File: src/rtl/lh_pkg.sv
// rtl/lh_pkg.sv - shared types and constants for the light_hash arbiter
package lh_pkg;

   typedef enum logic [1:0] {IDLE, SEND, WAIT_BUSY, WAIT_DIG} lh_arb_state_t;

   localparam logic [7:0] NUL_CHAR = 8'h00;
   localparam int         DIGEST_W = 64;

endpackage

File: src/rtl/lh_rr_arbiter.sv
// rtl/lh_rr_arbiter.sv - combinational round-robin picker starting at a pointer
module lh_rr_arbiter
   import lh_pkg::*;
#(
   parameter int NUM_REQ = 4
) (
   input  logic [NUM_REQ-1:0]         req,
   input  logic [$clog2(NUM_REQ)-1:0] ptr,
   output logic [NUM_REQ-1:0]         grant,
   output logic [$clog2(NUM_REQ)-1:0] grant_idx
);

   localparam int IDX_W = $clog2(NUM_REQ);

   logic [IDX_W:0]   sum;
   logic [IDX_W-1:0] cand;
   logic             found;

   // walk the requesters from ptr upward (wrapping) and take the first active one
   always_comb begin
      grant     = '0;
      grant_idx = '0;
      found     = 1'b0;
      sum       = '0;
      cand      = '0;
      for (int k = 0; k < NUM_REQ; k++) begin
         sum = {1'b0, ptr} + (IDX_W+1)'(k);
         if (sum >= (IDX_W+1)'(NUM_REQ)) begin
            sum = sum - (IDX_W+1)'(NUM_REQ);
         end
         cand = sum[IDX_W-1:0];
         if (!found && req[cand]) begin
            found       = 1'b1;
            grant[cand] = 1'b1;
            grant_idx   = cand;
         end
      end
   end

endmodule

File: src/rtl/light_hash_arbiter.sv
// rtl/light_hash_arbiter.sv - message-granular round-robin sharing of one light_hash core
module light_hash_arbiter
   import lh_pkg::*;
#(
   parameter int NUM_REQ     = 4,
   parameter int TIMEOUT_CYC = 1024
) (
   input  logic                  clk,
   input  logic                  rst,
   input  logic [NUM_REQ-1:0]    req_valid,
   input  logic [8*NUM_REQ-1:0]  req_char,
   output logic [NUM_REQ-1:0]    req_ready,
   output logic [NUM_REQ-1:0]    req_err,
   output logic [NUM_REQ-1:0]    dig_valid,
   output logic [NUM_REQ-1:0]    dig_abort,
   output logic [DIGEST_W-1:0]   dig_data,
   output logic [7:0]            lh_ptxt_char,
   output logic                  lh_ptxt_valid,
   input  logic                  lh_busy,
   input  logic [DIGEST_W-1:0]   lh_digest,
   input  logic                  lh_digest_ready,
   input  logic                  lh_err_invalid
);

   localparam int IDX_W = $clog2(NUM_REQ);
   // wait_cnt holds the number of cycles since the NUL byte; abort is registered,
   // so deciding one cycle early makes it visible exactly TIMEOUT_CYC cycles after NUL
   localparam logic [15:0] TMO_LAST = 16'(TIMEOUT_CYC - 1);

   lh_arb_state_t       state;
   lh_arb_state_t       state_nxt;
   logic [IDX_W-1:0]    owner;
   logic [IDX_W-1:0]    owner_next;
   logic [IDX_W-1:0]    rr_ptr;
   logic [NUM_REQ-1:0]  owner_onehot;
   logic [7:0]          owner_char;
   logic                owner_valid;
   logic [NUM_REQ-1:0]  grant;
   logic [IDX_W-1:0]    grant_idx;
   logic [15:0]         wait_cnt;
   logic                dig_hit;
   logic                dig_tmo;

   lh_rr_arbiter #(.NUM_REQ(NUM_REQ)) u_rr (
      .req       (req_valid),
      .ptr       (rr_ptr),
      .grant     (grant),
      .grant_idx (grant_idx)
   );

   assign owner_onehot = NUM_REQ'(1) << owner;
   assign owner_valid  = req_valid[owner];
   assign owner_next   = (owner == IDX_W'(NUM_REQ - 1)) ? '0 : owner + 1'b1;

   // select the owner's byte lane
   always_comb begin
      owner_char = '0;
      for (int i = 0; i < NUM_REQ; i++) begin
         if (owner == IDX_W'(i)) begin
            owner_char = req_char[8*i +: 8];
         end
      end
   end

   // next-state and per-state core/requester strobes
   always_comb begin
      state_nxt     = state;
      lh_ptxt_valid = 1'b0;
      lh_ptxt_char  = '0;
      req_ready     = '0;
      req_err       = '0;
      dig_hit       = 1'b0;
      dig_tmo       = 1'b0;
      case (state)
         IDLE: begin
            if (|grant) begin
               state_nxt = SEND;
            end
         end
         SEND: begin
            lh_ptxt_valid = 1'b1;
            lh_ptxt_char  = owner_char;
            req_ready     = owner_onehot;
            req_err       = lh_err_invalid ? owner_onehot : '0;
            state_nxt     = (owner_char == NUL_CHAR) ? WAIT_DIG : WAIT_BUSY;
         end
         WAIT_BUSY: begin
            // the owner keeps the lock even while it has nothing to send
            if (!lh_busy && owner_valid) begin
               state_nxt = SEND;
            end
         end
         WAIT_DIG: begin
            if (lh_digest_ready) begin
               dig_hit   = 1'b1;
               state_nxt = IDLE;
            end else if (wait_cnt == TMO_LAST) begin
               dig_tmo   = 1'b1;
               state_nxt = IDLE;
            end
         end
         default: state_nxt = IDLE;
      endcase
   end

   // state register
   always_ff @(posedge clk or posedge rst) begin
      if (rst) begin
         state <= IDLE;
      end else begin
         state <= state_nxt;
      end
   end

   // owner latch on grant and round-robin advance once a message ends either way
   always_ff @(posedge clk or posedge rst) begin
      if (rst) begin
         owner  <= '0;
         rr_ptr <= '0;
      end else begin
         if (state == IDLE) begin
            owner <= grant_idx;
         end
         if (dig_hit || dig_tmo) begin
            rr_ptr <= owner_next;
         end
      end
   end

   // cycles since the NUL byte, only advancing while the digest is awaited
   always_ff @(posedge clk or posedge rst) begin
      if (rst) begin
         wait_cnt <= 16'd1;
      end else if (state == WAIT_DIG) begin
         wait_cnt <= wait_cnt + 16'd1;
      end else begin
         wait_cnt <= 16'd1;
      end
   end

   // digest capture and completion pulses to the owner
   always_ff @(posedge clk or posedge rst) begin
      if (rst) begin
         dig_data  <= '0;
         dig_valid <= '0;
         dig_abort <= '0;
      end else begin
         dig_valid <= dig_hit ? owner_onehot : '0;
         dig_abort <= dig_tmo ? owner_onehot : '0;
         if (dig_hit) begin
            dig_data <= lh_digest;
         end
      end
   end

endmodule

File: config.mk
export PLATFORM = sky130hd
export DESIGN_NAME = light_hash_arbiter
export DESIGN_NICKNAME = d
export VERILOG_FILES = /design/src/rtl/lh_pkg.sv /design/src/rtl/lh_rr_arbiter.sv /design/src/rtl/light_hash_arbiter.sv
export SDC_FILE = /design/constraint.sdc
export NUM_CORES = 1
export LEC_CHECK = 0
export BUFFER_PORTS_ARGS = -buffer_cell sky130_fd_sc_hd__buf_2
export CORE_MARGIN = 1
export CORE_UTILIZATION = 50
export DETAILED_ROUTE_END_ITERATION = 12
export GPL_TIMING_DRIVEN = 0
export PLACE_DENSITY = 0.91
export SYNTH_ARGS = -nofsm -noshare
export SYNTH_HDL_FRONTEND = slang
export SYNTH_HIERARCHICAL = 1
export SYNTH_SLANG_ARGS = --single-unit
File: constraint.sdc
create_clock -name clk -period 5.45 [get_ports clk]
set_input_delay 0.2725 -clock clk [delete_from_list [all_inputs] [get_ports clk]]
set_output_delay 0.2725 -clock clk [all_outputs]
set_load 0.02 [all_outputs]
Yosys cells after proc, flatten, opt, wreduce, memory -nomap -nowiden. Cells that the tools add are included.

Bits in registers: 94. Input bits: 105. Output and inout port bits: 89. Word-level logic and storage cells: 118.

Add/sub/neg operators: 9. Order comparisons: 13. Eq/ne operators: 10. Shifts and indexed selects: 1. Muxes and demuxes: 57. Bitwise gates (word level): 3. Reductions and logical operators: 18.

Operators with widths (count): 2-to-1 mux 8 bit (5); 2-to-1 mux 4 bit (9); 2-to-1 mux 2 bit (13); 2-to-1 mux 1 bit (19); adder 16 x 1 -> 16 bit (second input constant) (1); equality test 16 x 10 -> 1 bit (second input constant) (1); 2-to-1 mux 16 bit (1); < comparator 2 x 3 -> 1 bit (second input constant) (5); bitwise OR 4 bit (3); binary-select mux 1 bit (select 2 bit) (5); greater-or-equal comparator 3 bit (second input constant) (3); demux 1 bit (select 2 bit) (4); equality test 2 bit (second input constant) (4); greater-or-equal comparator 2 x 1 -> 1 bit (second input constant) (4); logical AND 1 bit (8); zero test 8 bit (1); one-hot mux 2 bit (4 select lines) (1); subtractor 2 x 1 -> 2 bit (second input constant) (4); adder 2 x 2 -> 3 bit (second input constant) (2); equality test 2 x 1 -> 1 bit (second input constant) (2); zero test 1 bit (4); zero test 2 bit (2); != test 2 bit (second input constant) (2); OR reduction 4 bit (1); other kinds (7) (7).

Depth between registers and ports, before layout. Gate-level depths: netlist of the first run.

Word-level depth: 17. Mapped depth: 12. Depth with buffers taken out: 10.

Modules after synthesis. Netlist of the first run, hierarchy kept.

By module, submodules not included: light_hash_arbiter (times used 1, cells an instance 447, area each 4061.4 µm², seq. area each 2353.5 µm²); lh_rr_arbiter (times used 1, cells an instance 65, area each 489.2 µm², seq. area each 0.0 µm²).

Least setup slack after synthesis of the first run. OpenSTA, ideal clock, no wires.

Path type: flip-flop to flip-flop. From: register rr_ptr[0]. To: register state[0]. Library setup time: 130 ps. Arrival: 2544 ps. Data required time: 5320 ps. Path slack: 2777 ps. Stages on the path, launching flop included: 13. Path buffers: 2. Period minus slack after synthesis: 2673 ps. Path through: dfrtp_1 > buf_6 > buf_2 > inv_1 > ha_1 > mux4_2 > nand2_1 > o21ai_0 > a221o_2 > nor4_1 > o21ai_0 > a31oi_1 > o21ai_0.

Cells in the longest elaborated chain, start to end: 17. Elaborated cells between the ends (all ways): 62. Classes of those cells: add/sub: 7; order compare: 12; eq/ne: 1; mux: 27; bitwise: 3; reduce/logical: 12.

Ends and longest elaborated chain: from (decl) (RTL line light_hash_arbiter.sv:34) `logic [IDX_W-1:0] rr_ptr;`; from (signal assigned) (RTL line light_hash_arbiter.sv:125) `rr_ptr <= owner_next;`; branches (longest 13 deep; another with adder 2 x 1 -> 3 bit); 2-to-1 mux 4 bit (*) (RTL line lh_rr_arbiter.sv:32) `if (!found && req[cand]) begin`; named net grant[1] (RTL line light_hash_arbiter.sv:38) `logic [NUM_REQ-1:0] grant;`; OR reduction 4 bit (*) (RTL line light_hash_arbiter.sv:76) `if (|grant) begin`; != test 2 bit (no source line) (*); AND reduction 3 bit (no source line) (*); to (signal assigned) (RTL line light_hash_arbiter.sv:111) `state <= state_nxt;`; to (decl) (RTL line light_hash_arbiter.sv:30) `lh_arb_state_t state;`.

Mark *: on every way through the listed nets, which the timed path passes. The select of a mux whose other input is x is not followed. A chain may end at the register's enable or synchronous reset.

Worst setup path after layout of the first run. Ends and elaborated chain as after synthesis.

==> metrics.yaml, run 1 <==
reg2reg_from: "rr_ptr[0]$_DFFE_PP0P_"
tns_ps: 0
start_kind: "flop"
slowest_stage: "dfrtp_1"
crit_start: "rr_ptr[0]$_DFFE_PP0P_"
grt_start_max_net_pins: 63
final.period_utilization_pct: 59.30
vias: 4511
path_max_fanout: 10
cts-root-buf: "clkbuf_8"
worstMarginPinSlew_ps: 778.1
clkSinkCount: 94
path_cells: "buf_6, buf_2, inv_1, ha_1, mux4_2, nand2_1, o21ai_0, a221o_2, nor4_1, o21ai_0, a31oi_1, o21ai_0"
ctsResizeCount: 0
boundaryPins: 194
max_slew_margin_pct: 47.68
synth_edf_count: 0
endpoint: "state[0]$_DFFE_PP0P_"
clockBufferDepth: 2
nNetsFinal: 833
hp-class: "in -> reg"
worstReg2RegEnd: "state[0]$_DFFE_PP0P_"
crit_top_cell: "o21ai_0"
fin_crit_ps: 3232
max_stage_delay_ps: 440
overflow: 0
synth.cell_area_sq_um: 4551
drtAntennaViolNets: 0
via_per_inst: 5.422
wl_per_cell_microns: 15.69
start_util_pct: 51.93
final_common_cell: "nand2_1"
synthCells: 512
remaining_drc_errors: 0
clock_latency_ps: 350
die_w_microns: 97.40
ys_async_sr_fraction_pct: 100.0
routed_wl_microns: 13060
synth_fp_nets: 627
cts_tree: "built"
ff2ff_path_depth: 12
r2r_slack_ps: 2220
maxCapViolCount: 0
numCtsBuffers: 9
max_clock_freq_ghz: 0.3094
yosysSeqAreaShare_pct: 51.72
cp.required_ps: 5670
avgSynthCellArea_sq_um: 8.888
hold_viol_final: 0
gp_congestion: 0.8978
stdcell_area_sq_um: 5913
synth_warnings: 6
grt_pass1_vias: 4507
ys_ff_latch: 94
cts.reportedPaths.clkPinSlew_ps: 90
drv_slew: 0
area_growth_pct: 29.94
rows: 34
grt_usage_pct: 27.57
firstDrtPassIters: 5
status: "finished, final reports clean"
fp.coreArea_sq_um: 8763
placed_cells: 814
placed_area_sq_um: 5682
die_area_sq_um: 9487
fp.dieH_microns: 97.40
setup_viol: 0
p_leak_uw: 0.003299
final_core_util_pct: 67.48
cts_hold_buf: 1
ys.flop_type: "dfrtp_1"
final.setup_skew_ps: 8.670
grt_first_pass_wirelength_microns: 20920
stdcell_count: 832
dpl.hpwl_microns: 9723
htreeDepth: 3
worst_setup_path_end_kind: "flop"
powerDensity_nw_per_um2: 550.1
layout-drive-gt1-share_pct: 33.33
final_cell_mix: "207 x nand2_1, 198 x buf_2, 93 x dfrtp_1"
port_buffers: 193
antenna_found_initial: 1
drt_iter0_markers: 243
rsz0062_at_grt: "false"
vdd_drop_max_uv: 371.7
yosysUniqueCellTypes: 55
critical_path_arrival_ps: 3460
cts_setup_buffers: 0
critical_path_class: "reg -> reg"
==> cells in the mapped netlist, types with 3 or more instances <==
cell | count | area [sq um]
ha_1 | 10 | 125.1
nand2_1 | 207 | 777.0
o22ai_1 | 7 | 43.79
clkbuf_1 | 19 | 71.32
and2_2 | 4 | 30.03
buf_2 | 5 | 25.02
clkbuf_2 | 3 | 15.01
nor4_1 | 3 | 18.77
and3_1 | 8 | 50.05
mux4_2 | 4 | 90.09
nor2_1 | 26 | 97.59
a221o_2 | 4 | 45.04
a21oi_1 | 3 | 15.01
xnor2_1 | 5 | 43.79
a31oi_1 | 3 | 18.77
a221oi_1 | 7 | 61.31
xor2_1 | 8 | 70.07
dfrtp_1 | 93 | 2327
o21ai_0 | 14 | 70.07
nand2b_1 | 4 | 25.02
nand3_1 | 12 | 60.06
inv_1 | 10 | 37.54
nor3_1 | 9 | 45.04
and2_1 | 6 | 37.54
==> where the power goes <==
| part | total [uW] | switching [uW] | internal, uW |
|---|---|---|---|
| registers | 1090 | 142 | 946 |
| logic | 1660 | 1080 | 584 |
| clock network | 501 | 241 | 260 |
==> metrics by stage <==
stage          power, uW  worst slack [ps]  hold slack, ps
4_1_cts             3241              2264           92.68
3_3_place_gp        2643              1832           452.6
6_report            3253              2218           101.3
3_5_place_dp        2732              2295           316.4
2_1_floorplan       2186              2730           377.9
5_1_grt             3444              1989           100.3
==> worst max-delay path: cells and delay by family (launching register included) <==
family          cells  cell delay [ps]
mux                 1              410
simple gates        2              480
compound gates      5              870
buf+inv             3              480
fa+ha+maj           1              420
flops               1              440
==> flip-flops by register name (all words and copies together) (netlist names) <==
signal and flops:
dig_valid 4, dig_data 64, state 2, rr_ptr 2, wait_cnt 16, dig_abort 4
owner 2
==> how the worst min path moves through the flow <==
| stage | to | depth (start not counted) | from |
|---|---|---|---|
| detailed placement | dig_data[17]$_DFFE_PP0P_ | 2 | rst |
| global placement | dig_data[17]$_DFFE_PP0P_ | 2 | dig_data[17]$_DFFE_PP0P_ |
| global route | dig_data[25]$_DFFE_PP0P_ | 3 | lh_digest[25] |
| finish | dig_data[42]$_DFFE_PP0P_ | 3 | lh_digest[42] |
| CTS | dig_data[53]$_DFFE_PP0P_ | 3 | lh_digest[53] |
| floorplan | dig_data[0]$_DFFE_PP0P_ | 2 | lh_digest[0] |
==> cells by family after synthesis <==
family                     synth area share (%)
xor gates and xnor gates                  2.502
AOI/OAI and AO/OA                         7.809
muxes                                     2.915
DFF                                       51.72
buffers and inverters                     3.684
and+or+nand+nor                           28.62
adders and majority gates                 2.750
==> layer usage <==
layer / vias up / global-route usage [%] / routed length, microns
met1: 2117 / 32.61 / 5117
li1: 2098 / - / -
met2: 236 / 48.74 / 6611
met5: - / 0 / 0
met4: 0 / 13.46 / 582
met3: 60 / 4.317 / 745
==> final cells by class <==
class	instances	area, sq um
fillers	660	2850
flip-flops and latches	94	2354
multi-input cells	378	2029
repair buffers	195	1003
well taps	108	135.1
plain buffers	29	126.4
clock buffers	9	123.9
clock inverters	7	95.09
inverters	11	43.79
diodes	1	2.502
No activity file was read; power rests on OpenSTA's default activity.
==> run 2, diff against run 1 <==
Settings changed: ABC_AREA set to 1, CORE_UTILIZATION 50 to 44, PLACE_DENSITY 0.91 to 0.85.
Clock period 5.45 ns to 2.7 ns, I/O delays scaled along.
==> metrics.yaml, run 2 <==
status: "finished, final reports clean"
place_ws_ps: 268.4
firstDrtPassIters: 5
nNetsFinal: 859
rsz0062_at_grt: "false"
stdcell_count: 886
ys.flop_type: "dfrtp_1"
synth_area_leader_cell: "dfrtp_1"
rows: 37
boundaryPins: 194
wl_per_cell_microns: 16.80
yosysMostFrequentCell: "dfrtp_1"
die_area_sq_um: 11050
ys_ff_latch: 94
drt_iter0_markers: 347
fillCellCount: 773
grt_first_pass_wirelength_microns: 23120
cts_setup_buffers: 0
max_slew_margin_pct: 60.77
setup_viol: 0
remaining_drc_errors: 0
p_total_uw: 6974
multi_input_area_sq_um: 2101
start_util_pct: 45.32
cp.required_ps: 2570
clkSinkCount: 94
overflow: 0
fp.coreArea_sq_um: 10320
vdd_drop_max_uv: 579.5
synth_fp_nets: 591
top_regs: "dig_data (64), wait_cnt (16)"
fin_crit_ps: 2330
critical_path_arrival_ps: 2200
ys_async_sr_fraction_pct: 100.0
regMostFlops: "dig_data"
synth.cell_area_sq_um: 4678
synth_top_area_share_pct: 49.75
gp_congestion: 0.8992
clock_latency_ps: 370
yosysSeqAreaShare_pct: 50.31
maxCapViolCount: 0
worstMarginPinSlew_ps: 588.5
grt_start_max_net_pins: 50
area_growth_pct: 42.87
critical_path_class: "reg -> out"
antenna_found_initial: 1
hp-class: "in -> reg"
stdcell_area_sq_um: 6684
fp.dieH_microns: 105.1
max_clock_freq_ghz: 0.4291
drtAntennaViolNets: 0
avgSynthCellArea_sq_um: 9.828
synthCells: 476
final_common_cell: "buf_2"
hold_viol_final: 0
yosysUniqueCellTypes: 34
cts-root-buf: "clkbuf_8"
final_cell_mix: "204 x buf_2, 92 x dfrtp_1, 87 x nand2_1"
cts.reportedPaths.clkPinSlew_ps: 100
grt_usage_pct: 27.06
final.setup_skew_ps: 18.54
synth_edf_count: 0
regArea_sq_um: 2355
layout-drive-gt1-share_pct: 34.85
final.period_utilization_pct: 86.31
grt_pass1_vias: 4591
clockBufferDepth: 2
worst_setup_path_end_kind: "output pin"
synth_warnings: 6
placed_area_sq_um: 5844
synth_area_leaders: "dfrtp_1 50%, mux2_1 15%, nand2_1 7.0%"
powerDensity_nw_per_um2: 1043
p_leak_uw: 0.003441
cts_tree: "built"
path_max_fanout: 9
start_kind: "flop"
htreeDepth: 3
synth_common_cells: "93 x dfrtp_1, 87 x nand2_1, 63 x mux2_1"
setup_slack_ps: 369.6
largest_reg_flops: 64
die_w_microns: 105.1
routed_wl_microns: 14880
vias: 4600
port_buffers: 193
via_per_inst: 5.192
dpl.hpwl_microns: 9187
placed_cells: 806
drv_slew: 0
numCtsBuffers: 9
==> run 2: logic make-up after synthesis <==
family | after synthesis | share of synthesized area (%)
flops | 94 | 50.31
buf+inv | 52 | 4.787
xor+xnor | 2 | 0.3745
compound gates | 45 | 5.242
mux | 64 | 15.41
simple gates | 209 | 21.21
fa+ha+maj | 10 | 2.675
==> run 2: worst paths after layout <==
path                                            end  slack, ps  cells after the start                   from
max in group asynchronous     wait_cnt[0]$_DFF_PP1_       1620                      4                    rst
min in group asynchronous  dig_data[61]$_DFFE_PP0P_        360                      3                    rst
hold / removal             dig_data[27]$_DFFE_PP0P_         40                      2          lh_digest[27]
setup reg to reg               state[1]$_DFFE_PP0P_        370                     15  rr_ptr[0]$_DFFE_PP0P_
setup / recovery                    lh_ptxt_char[3]        370                     10   owner[0]$_DFFE_PP0N_
hold reg to reg               wait_cnt[0]$_DFF_PP1_        470                      1  wait_cnt[0]$_DFF_PP1_
==> run 2: critical path: stages (launching register included) <==
cell	delay [ps]
dfrtp_1	450
inv_1	180
ha_1	170
clkbuf_1	360
nand3_1	140
nand2_1	90
nand2_1	50
nand2_1	60
nand2_1	70
nor2_1	100
buf_2	170
==> run 2: what timing repair did <==
action,4_1_cts,5_1_grt
hold buffers,61,2
hold endpoints to repair,105,2
endpoints found under the setup margin,0,2
gates resized for setup,0,1
==> run 2: where the power goes <==
group,switching (uW),total [uW],internal (uW),leakage (uW)
combinational,2320,3620,1310,0.00217
clock,532,975,443,0.0000997
sequential,409,2370,1960,0.00117
total,3260,6970,3710,0.00344
==> run 2: area by class of cell <==
type	instances	share of cell area, %
diodes	1	0.03744
plain buffers	17	1.385
clock buffers	9	1.853
clock inverters	7	1.217
inverters	35	2.003
multi-input cells	330	31.43
flip-flops and latches	94	35.23
well taps	136	2.546
repair buffers	257	24.30
==> run 2: layer usage <==
metal,wire [microns],share of wire (%),up-vias,global-route usage [%]
met5,0,0,-,0
met4,582,3.9,0,13.98
met3,838,5.6,50,5.053
met2,7734,52,201,48.01
met1,5728,38,2237,30.97
li1,-,-,2112,-
==> run 2: per-stage QoR <==
stage | TNS [ps] | utilization [%] | hold WS (ps)
2_1_floorplan | 0 | - | 266.7
3_3_place_gp | -68480 | 56.32 | 347.1
3_5_place_dp | 0 | 56.61 | 234.7
4_1_cts | 0 | 64.51 | 0.6940
5_1_grt | 0 | 64.74 | 30.27
6_report | 0 | 64.74 | 36.49
